### config.mk
export PLATFORM = sky130hd
export DESIGN_NAME = regfile_scan_ctrl
export DESIGN_NICKNAME = d
export VERILOG_FILES = /design/src/rtl/regfile_scan_ctrl_pkg.sv /design/src/rtl/regfile_scan_ctrl_btn_sync.sv /design/src/rtl/regfile_scan_ctrl.sv
export SDC_FILE = /design/constraint.sdc
export NUM_CORES = 1
export LEC_CHECK = 0
export BUFFER_PORTS_ARGS = -buffer_cell sky130_fd_sc_hd__buf_2
export CORE_UTILIZATION = 49
export DETAILED_ROUTE_END_ITERATION = 8
export PLACE_DENSITY = 0.86
export SLEW_MARGIN = 20
export SYNTH_ARGS = -nofsm -noshare
export SYNTH_HDL_FRONTEND = slang
export SYNTH_SLANG_ARGS = --single-unit
### constraint.sdc
create_clock -name clock -period 1.76 [get_ports clock]
set_input_delay 0 -clock clock [delete_from_list [all_inputs] [get_ports clock]]
set_output_delay 0 -clock clock [all_outputs]
set_load 0.05 [all_outputs]
### src/rtl/regfile_scan_ctrl_pkg.sv
// ---------------------------------------------------------------------------
// regfile_scan_ctrl_pkg
// Shared definitions for the register-file scan controller: the scan FSM
// state encoding and the index/data widths of the regfile read port.
// ---------------------------------------------------------------------------
package regfile_scan_ctrl_pkg;

    localparam int REG_IDX_W = 5;
    localparam int DATA_W    = 32;

    typedef enum logic [1:0] {
        SCAN_IDLE = 2'd0,
        SCAN_RUN  = 2'd1,
        SCAN_DONE = 2'd2
    } scan_state_t;

endpackage

### src/rtl/regfile_scan_ctrl_btn_sync.sv
// ---------------------------------------------------------------------------
// btn_sync_edge
// Brings a raw, asynchronous push button into the clock domain through a
// SYNC_STAGES-deep flop chain and emits a registered one-cycle pulse on each
// rising edge of the synchronized level. Reusable for any Wrapper button.
//
// Ports:
//   clock  - system clock
//   reset  - asynchronous, active-high; clears chain, edge flop and pulse
//   btn    - raw button input, asynchronous to clock
//   pulse  - one-cycle strobe, SYNC_STAGES+1 cycles after btn rises
// ---------------------------------------------------------------------------
module btn_sync_edge
    import regfile_scan_ctrl_pkg::*;
#(
    parameter int SYNC_STAGES = 2
) (
    input  logic clock,
    input  logic reset,
    input  logic btn,
    output logic pulse
);

    logic [SYNC_STAGES-1:0] sync;
    logic                   edge_q;

    // The pulse itself is registered so downstream logic sees a clean flop
    // output; edge_q remembers the previous synchronized level so a held
    // button produces exactly one pulse.
    always_ff @(posedge clock or posedge reset) begin
        if (reset) begin
            sync   <= '0;
            edge_q <= 1'b0;
            pulse  <= 1'b0;
        end else begin
            sync   <= {sync[SYNC_STAGES-2:0], btn};
            edge_q <= sync[SYNC_STAGES-1];
            pulse  <= sync[SYNC_STAGES-1] & ~edge_q;
        end
    end

endmodule

### src/rtl/regfile_scan_ctrl.sv
// ---------------------------------------------------------------------------
// regfile_scan_ctrl
// Debug read-out of the processor register file through regfile port A.
// A button press starts a scan of indices 0..NUM_REGS-1; port A is shared
// with the core's rs1 decode, the core winning until the scan has been
// denied MAX_WAIT consecutive cycles, after which the scan takes the port
// and the core is stalled for that cycle. Each sampled register is streamed
// out as an {index, value} strobe.
//
// Ports:
//   clock, reset       - system clock, async active-high reset
//   start_btn          - raw scan-start push button
//   core_rs1           - core's port-A read index
//   core_rs1_req       - core needs port A this cycle
//   regA               - regfile port-A read data (combinational from rs1_in)
//   rs1_in             - index driven to regfile port A
//   core_stall         - core must hold its pipeline this cycle
//   dump_valid         - one-cycle strobe qualifying dump_idx/dump_data
//   dump_idx/dump_data - dumped register index and value
//   busy               - scan in progress (running or finishing)
//   done               - one-cycle pulse alongside the last dump strobe
// ---------------------------------------------------------------------------
module regfile_scan_ctrl
    import regfile_scan_ctrl_pkg::*;
#(
    parameter int NUM_REGS    = 32,
    parameter int MAX_WAIT    = 4,
    parameter int SYNC_STAGES = 2
) (
    input  logic                 clock,
    input  logic                 reset,
    input  logic                 start_btn,
    input  logic [REG_IDX_W-1:0] core_rs1,
    input  logic                 core_rs1_req,
    input  logic [DATA_W-1:0]    regA,
    output logic [REG_IDX_W-1:0] rs1_in,
    output logic                 core_stall,
    output logic                 dump_valid,
    output logic [REG_IDX_W-1:0] dump_idx,
    output logic [DATA_W-1:0]    dump_data,
    output logic                 busy,
    output logic                 done
);

    localparam int                   WAIT_W     = (MAX_WAIT > 0) ? $clog2(MAX_WAIT + 1) : 1;
    localparam logic [WAIT_W-1:0]    WAIT_LIMIT = WAIT_W'(MAX_WAIT);
    localparam logic [REG_IDX_W-1:0] LAST_IDX   = REG_IDX_W'(NUM_REGS - 1);

    scan_state_t          state;
    logic [REG_IDX_W-1:0] idx;
    logic [WAIT_W-1:0]    wait_cnt;
    logic                 start_pulse;
    logic                 grant;

    btn_sync_edge #(
        .SYNC_STAGES(SYNC_STAGES)
    ) u_start_sync (
        .clock(clock),
        .reset(reset),
        .btn  (start_btn),
        .pulse(start_pulse)
    );

    // Port-A arbitration. The scan only ever owns the port while running;
    // it takes it whenever the core is not asking, or by force once it has
    // waited MAX_WAIT cycles in a row (MAX_WAIT=0 makes the scan always win).
    always_comb begin
        grant      = (state == SCAN_RUN) && (!core_rs1_req || (wait_cnt == WAIT_LIMIT));
        rs1_in     = grant ? idx : core_rs1;
        core_stall = core_rs1_req & grant;
        busy       = (state != SCAN_IDLE);
    end

    // Scan FSM with registered dump outputs. A granted cycle samples regA
    // for the current index; the final sample moves to DONE, whose single
    // cycle is where both done and the last dump_valid are visible.
    // dump_idx/dump_data are left untouched outside grants so they hold.
    always_ff @(posedge clock or posedge reset) begin
        if (reset) begin
            state      <= SCAN_IDLE;
            idx        <= '0;
            wait_cnt   <= '0;
            dump_valid <= 1'b0;
            dump_idx   <= '0;
            dump_data  <= '0;
            done       <= 1'b0;
        end else begin
            case (state)
                SCAN_IDLE: begin
                    dump_valid <= 1'b0;
                    done       <= 1'b0;
                    if (start_pulse) begin
                        state    <= SCAN_RUN;
                        idx      <= '0;
                        wait_cnt <= '0;
                    end
                end
                SCAN_RUN: begin
                    if (grant) begin
                        dump_valid <= 1'b1;
                        dump_idx   <= idx;
                        dump_data  <= regA;
                        wait_cnt   <= '0;
                        idx        <= idx + 1'b1;
                        if (idx == LAST_IDX) begin
                            state <= SCAN_DONE;
                            done  <= 1'b1;
                        end
                    end else begin
                        dump_valid <= 1'b0;
                        if (wait_cnt != WAIT_LIMIT) begin
                            wait_cnt <= wait_cnt + 1'b1;
                        end
                    end
                end
                SCAN_DONE: begin
                    dump_valid <= 1'b0;
                    done       <= 1'b0;
                    state      <= SCAN_IDLE;
                end
                default: begin
                    state <= SCAN_IDLE;
                end
            endcase
        end
    end

endmodule

---- Yosys cells after proc, flatten, opt, wreduce, memory -nomap -nowiden ----
Cells that the tools add are included.
word-level totals
  bits in registers ....................... 53
  latch bits .............................. 0
  memory bits (writable) .................. 0
  ROM bits ................................ 0
  input bits .............................. 41
  output and inout bits ................... 46
  logic and storage cells ................. 54
  memories ................................ 0
cells by class
  $add $sub $neg .......................... 2
  multiply operators ...................... 0
  divide/modulo/power cells ............... 0
  $lt $le $gt $ge ......................... 0
  eq/ne operators ......................... 9
  shifts and indexed selects .............. 0
  multiplexer cells ....................... 17
  bitwise logic cells ..................... 3
  reduce and logical (&&, ||, !) cells .... 13
operators with widths
  kind                   count
  $mux W5                3
  $reduce_and A3 Y1      4
  $pmux W5 S2            1
  $mux W3                3
  $mux W2                3
  $pmux W3 S2            1
  $reduce_bool A2 Y1     3
  $add A5 B1 Y5 const B  1
  $eq A5 B5 Y1 const B   1
  $ne A2 B1 Y1 const B   2
  $pmux W1 S2            2
  $pmux W2 S2            1
  $add A3 B1 Y3 const B  1
  $eq A3 B3 Y1 const B   1
  $mux W1                3
  $ne A3 B2 Y1 const B   1
  $ne A3 B3 Y1 const B   1
  $and A1 B1 Y1          2
  $eq A2 B1 Y1 const B   1
  $eq A2 B2 Y1 const B   1
  $logic_not A2 Y1       1
  $ne A2 B2 Y1 const B   1
  $reduce_and A2 Y1      1
  $reduce_or A2 Y1       1
  4 further kinds        4

---- Logic depth before layout (Yosys ltp) ----
  depth after elaboration ................. 5
  mapped depth ............................ 6
  mapped depth without buffers ............ 5

---- By module ----
From an unflattened synthesis, not the netlist that was laid out.
second synthesis, totals
  cells, all modules ...................... 146
  area total of the unflattened synthesis .. 2,399.8 sq um
by module, submodules not included
  module             instances  cells an instance  area an instance (sq um)  sequential area each (sq um)
  regfile_scan_ctrl  1          140                2,282.2                   1,226.2
  btn_sync_edge      1          6                  117.6                     100.1

---- Worst setup path after synthesis ----
No wires, ideal clock.
  path kind ............................... reg-to-reg
  start ................................... register wait_cnt[0]
  end ..................................... register dump_data[0]
  setup time .............................. 0.125 ns
  arrival time ............................ 1.412 ns
  required time ........................... 1.635 ns
  setup slack ............................. 0.223 ns
  stages on the path, launching flop included .. 7
  path buffers ............................ 1
  period minus slack after synthesis ...... 1.537 ns
  cell sequence ........................... dfrtp_1 > inv_1 > ha_1 > a21boi_4 > nor2_8 > buf_12 > mux2_4
between the ends
  longest elaborated chain between the ends .. 4
ends and longest elaborated chain
  what                                RTL line                  source
  start: declaration                  regfile_scan_ctrl.sv:51   logic [WAIT_W-1:0] wait_cnt;
  start signal: assignment            regfile_scan_ctrl.sv:112  wait_cnt <= wait_cnt + 1'b1;
  $eq A3 B3 Y1                        regfile_scan_ctrl.sv:68   grant = (state == SCAN_RUN) && (!core_rs1_req || (wait_cnt == WAIT_LIMIT));
  $logic_or A1 B1 Y1                  regfile_scan_ctrl.sv:68
  $logic_and A1 B1 Y1                 regfile_scan_ctrl.sv:68
  $reduce_and A2 Y1 (no source line)  --
  end signal: assignment              regfile_scan_ctrl.sv:102  dump_data <= regA;
  end: declaration                    regfile_scan_ctrl.sv:40   output logic [DATA_W-1:0] dump_data,
Every way passes these cells.
A chain may end at the register's enable or synchronous reset.

---- Worst setup path in the final report ----
  start ................................... register wait_cnt[0]
  end ..................................... output rs1_in[1]
between the ends
  longest elaborated chain between the ends .. 4
ends and longest elaborated chain
  what                 RTL line                 source
  $eq A3 B3 Y1         regfile_scan_ctrl.sv:68
  $logic_or A1 B1 Y1   regfile_scan_ctrl.sv:68
  $logic_and A1 B1 Y1  regfile_scan_ctrl.sv:68
  $mux W5              regfile_scan_ctrl.sv:69  rs1_in = grant ? idx : core_rs1;
  end: declaration     regfile_scan_ctrl.sv:36  output logic [REG_IDX_W-1:0] rs1_in,
Every way passes these cells.

==> reports/results.ini <==
[synth]
post_synth_xor_area_fraction = 0
mean_instance_size_in_the_synthesized_netlist_um2 = 16.5
ys.warnings.count = 0
postSynthCellCount = 145
synth_compound_gate_area_share = 0.0320
synth_mux_area_frac = 0.285
synth-simple-area-share = 0.0576
synth.distinct_cells = 28
synth.ff_latch_count = 53
synth_top_flop_cell = dfrtp_1
adder_cell_share_of_the_synthesized_area = 0.0210
async_flop_share = 1.00
syn_area_um2 = 2390
synth-edff-count = 0
ys_seq_area_frac = 0.555
postSynthNetCount = 190
synth_top_family_by_area = multiplexers

[timing]
setup_viol = 6
worst-slew-pin-transition_ps = 536
fin_worst_skew_ps = 12.7
worst_case_setup_margin_in_the_final_layout_ps = -62.1
final.min_clock_period_ps = 1820
rsz0062_at_grt = true
post-route-period-util = 1.04
report.final.slew_viol_count = 0
timing.fmax_ghz = 0.549
holdWs_ps = 249
maxSlewHeadroom = 0.642
hold_violations = 0

[worst_setup_path]
timing.reg2reg.setup_slack_ps = 80
criticalPathCategory = flop to output port
rr_worst_depth = 7
max_stage_delay_ps = 390
cp_max_fo = 6
cp-end-kind = output port
required_ps = 1760
cp_slowest_cell = dfrtp_1
setup.worst_path.start_class = flop
worst_ep_arrival_ps = 1820
critical_path.cell_chain = inv_2, ha_4, a21boi_4, nor2_8, buf_12, mux2_4, buf_8

[outcome]
outcome = finished, violations left
violations = setup timing

[global_routing]
antenna_violations_before_repair = 0
global_route.overflow_total = 0
first_pass_grt_wire_length_mm = 8.54
grt_max_degree = 29
first_global_vias = 1709
grt.total_usage = 0.225

[place]
gpl.final_weighted_congestion = 0.737
dpl.cell_count = 285
place.detailed.hpwl_mm = 3.24
pre_cts_ws_ps = 112
numPortBuffers = 86

[die]
floorplan.core_area_um2 = 4690
total_die_area_um2 = 5160
io_pins = 87
die_w_um = 71.8
initial_utilization = 0.509
die_height_um = 71.8
row_count = 25

[cts]
cts_made_buffers = 5
cts_max_level = 2
clock_insertion_delay_at_the_later_pin_of_the_skew_report_ps = 320
cts_tree = done
path_clk_slew_ps = 110
cts-root-buf = clkbuf_8
numClockSinks = 53
clk_path_buf_depth = 2

[cells_and_area]
n_antenna_cell = 0
layout.nets = 329
final_cells = 339
area_occupied_by_multi_input_gates_um2 = 960
syn2layout_area_growth_pct = 44.8
seqCellArea_um2 = 1330
layout.cells.most_common = buf_2
drive_gt1_frac = 0.579
most-common-layout-cells = 80 x buf_2, 53 x dfrtp_1, 42 x mux2_4
filler_cells_inserted = 300

[detailed_routing]
antenna_viol_nets_final = 0
detail_route.drc_violations = 0
routed_wire_length_per_instance_um = 16.1
drt-pass1-iter-count = 4
route.final.wire_length_mm = 5.47
number_of_vias_after_detailed_routing = 1650
route.detailed.vias_per_inst = 4.87
iteration_0_drc_count_of_the_detailed_router = 76

[pwr]
sequential_power_share = 0.333
power_per_cell_area_nw_per_um2 = 1630
p_leak_nw = 1.78
power_frac_clock = 0.127
swShare = 0.455
worst_ir_drop_vdd_mv = 1.10
power.share.combinational = 0.540
p_sw_mw = 2.56
total_power_mw = 5.64
internal_power_mw = 3.07

[worst_hold_path]
worst_hold_path_type = primary input to asynchronous set/reset pin

[flow_run]
max-cap-violations = 0

-- cells in the mapped netlist, drive strengths merged, types with 2 or more instances --
cell | instances | share of area
dfrtp | 53 | 0.56
mux2 | 42 | 0.26
nand2 | 7 | 0.011
buf | 5 | 0.040
inv | 5 | 0.0079
mux2i | 5 | 0.021
ha | 4 | 0.021
nor2b | 3 | 0.0079
and2 | 2 | 0.0052
o21ai | 2 | 0.0042
-- metal layers --
layer  vias to the layer above  wire length, um  share of wire  track usage
li1                        782                -              -            -
met1                       815             2200           0.40        0.275
met4                         0              126          0.023        0.100
met5                         -                0              0            0
met2                        42             2980           0.54        0.385
met3                        11              169          0.031       0.0478
-- worst paths after layout --
check,startpoint,endpoint
worst max-delay path,wait_cnt[0],rs1_in[1]
worst min-delay path,reset,dump_data[3]
worst max register to register,wait_cnt[0],dump_data[15]
worst min register to register,u_start_sync.sync[0],u_start_sync.sync[1]
max in group asynchronous,reset,dump_data[15]
min in group clock,start_btn,u_start_sync.sync[0]
-- power groups by stage --
stage / registers [mW] / clock network, mW / logic [mW]
finish: 1.88 / 0.715 / 3.04
global route: 1.92 / 0.787 / 3.17
floorplan: 2.85 / 0 / 1.25
global placement: 1.87 / 0 / 2.69
detailed placement: 1.88 / 0 / 2.74
CTS: 1.86 / 0.726 / 3.00
-- sequential cells by signal (all words and copies together) (netlist names) --
register             flops
done                     1
dump_data               32
dump_idx                 5
dump_valid               1
idx                      5
state                    2
u_start_sync.edge_q      1
u_start_sync.pulse       1
u_start_sync.sync        2
wait_cnt                 3
-- logic make-up after synthesis --
group	after synthesis
buf+inv	11
flops	53
compound gates	9
simple gates	21
mux	47
fa+ha+maj	4
-- metrics by stage --
stage,cell area [um2],utilization,TNS (ps)
6_report,3460,0.737,-254
3_5_place_dp,2870,0.612,0
4_1_cts,3430,0.732,-51.6
2_1_floorplan,2390,-,0
3_3_place_gp,2870,0.612,0
5_1_grt,3460,0.737,-578
-- worst max-delay path, delay by kind of cell, from the launching register on --
kind / cells / cell delay (ps)
mux: 1 / 300
simple gates: 1 / 80
buf+inv: 3 / 350
compound gates: 1 / 220
flops: 1 / 390
fa+ha+maj: 1 / 160
-- final cells by class --
type,instances,area share
clock inverter,3,0.00724
multi-input combinational,81,0.277
timing repair buffer,138,0.287
clock buffer,5,0.0199
tap,54,0.0195
sequential,53,0.384
inverter,5,0.00543
-- timing repair --
action                                  4_1_cts  5_1_grt
gates resized for setup                      15        5
pin swaps                                     3        3
endpoints found under the hold margin        58        0
buffers inserted                             11        1
hold buffers                                 34        0
endpoints found under the setup margin        6        6
Note: power is estimated with default switching activity, not from simulation.
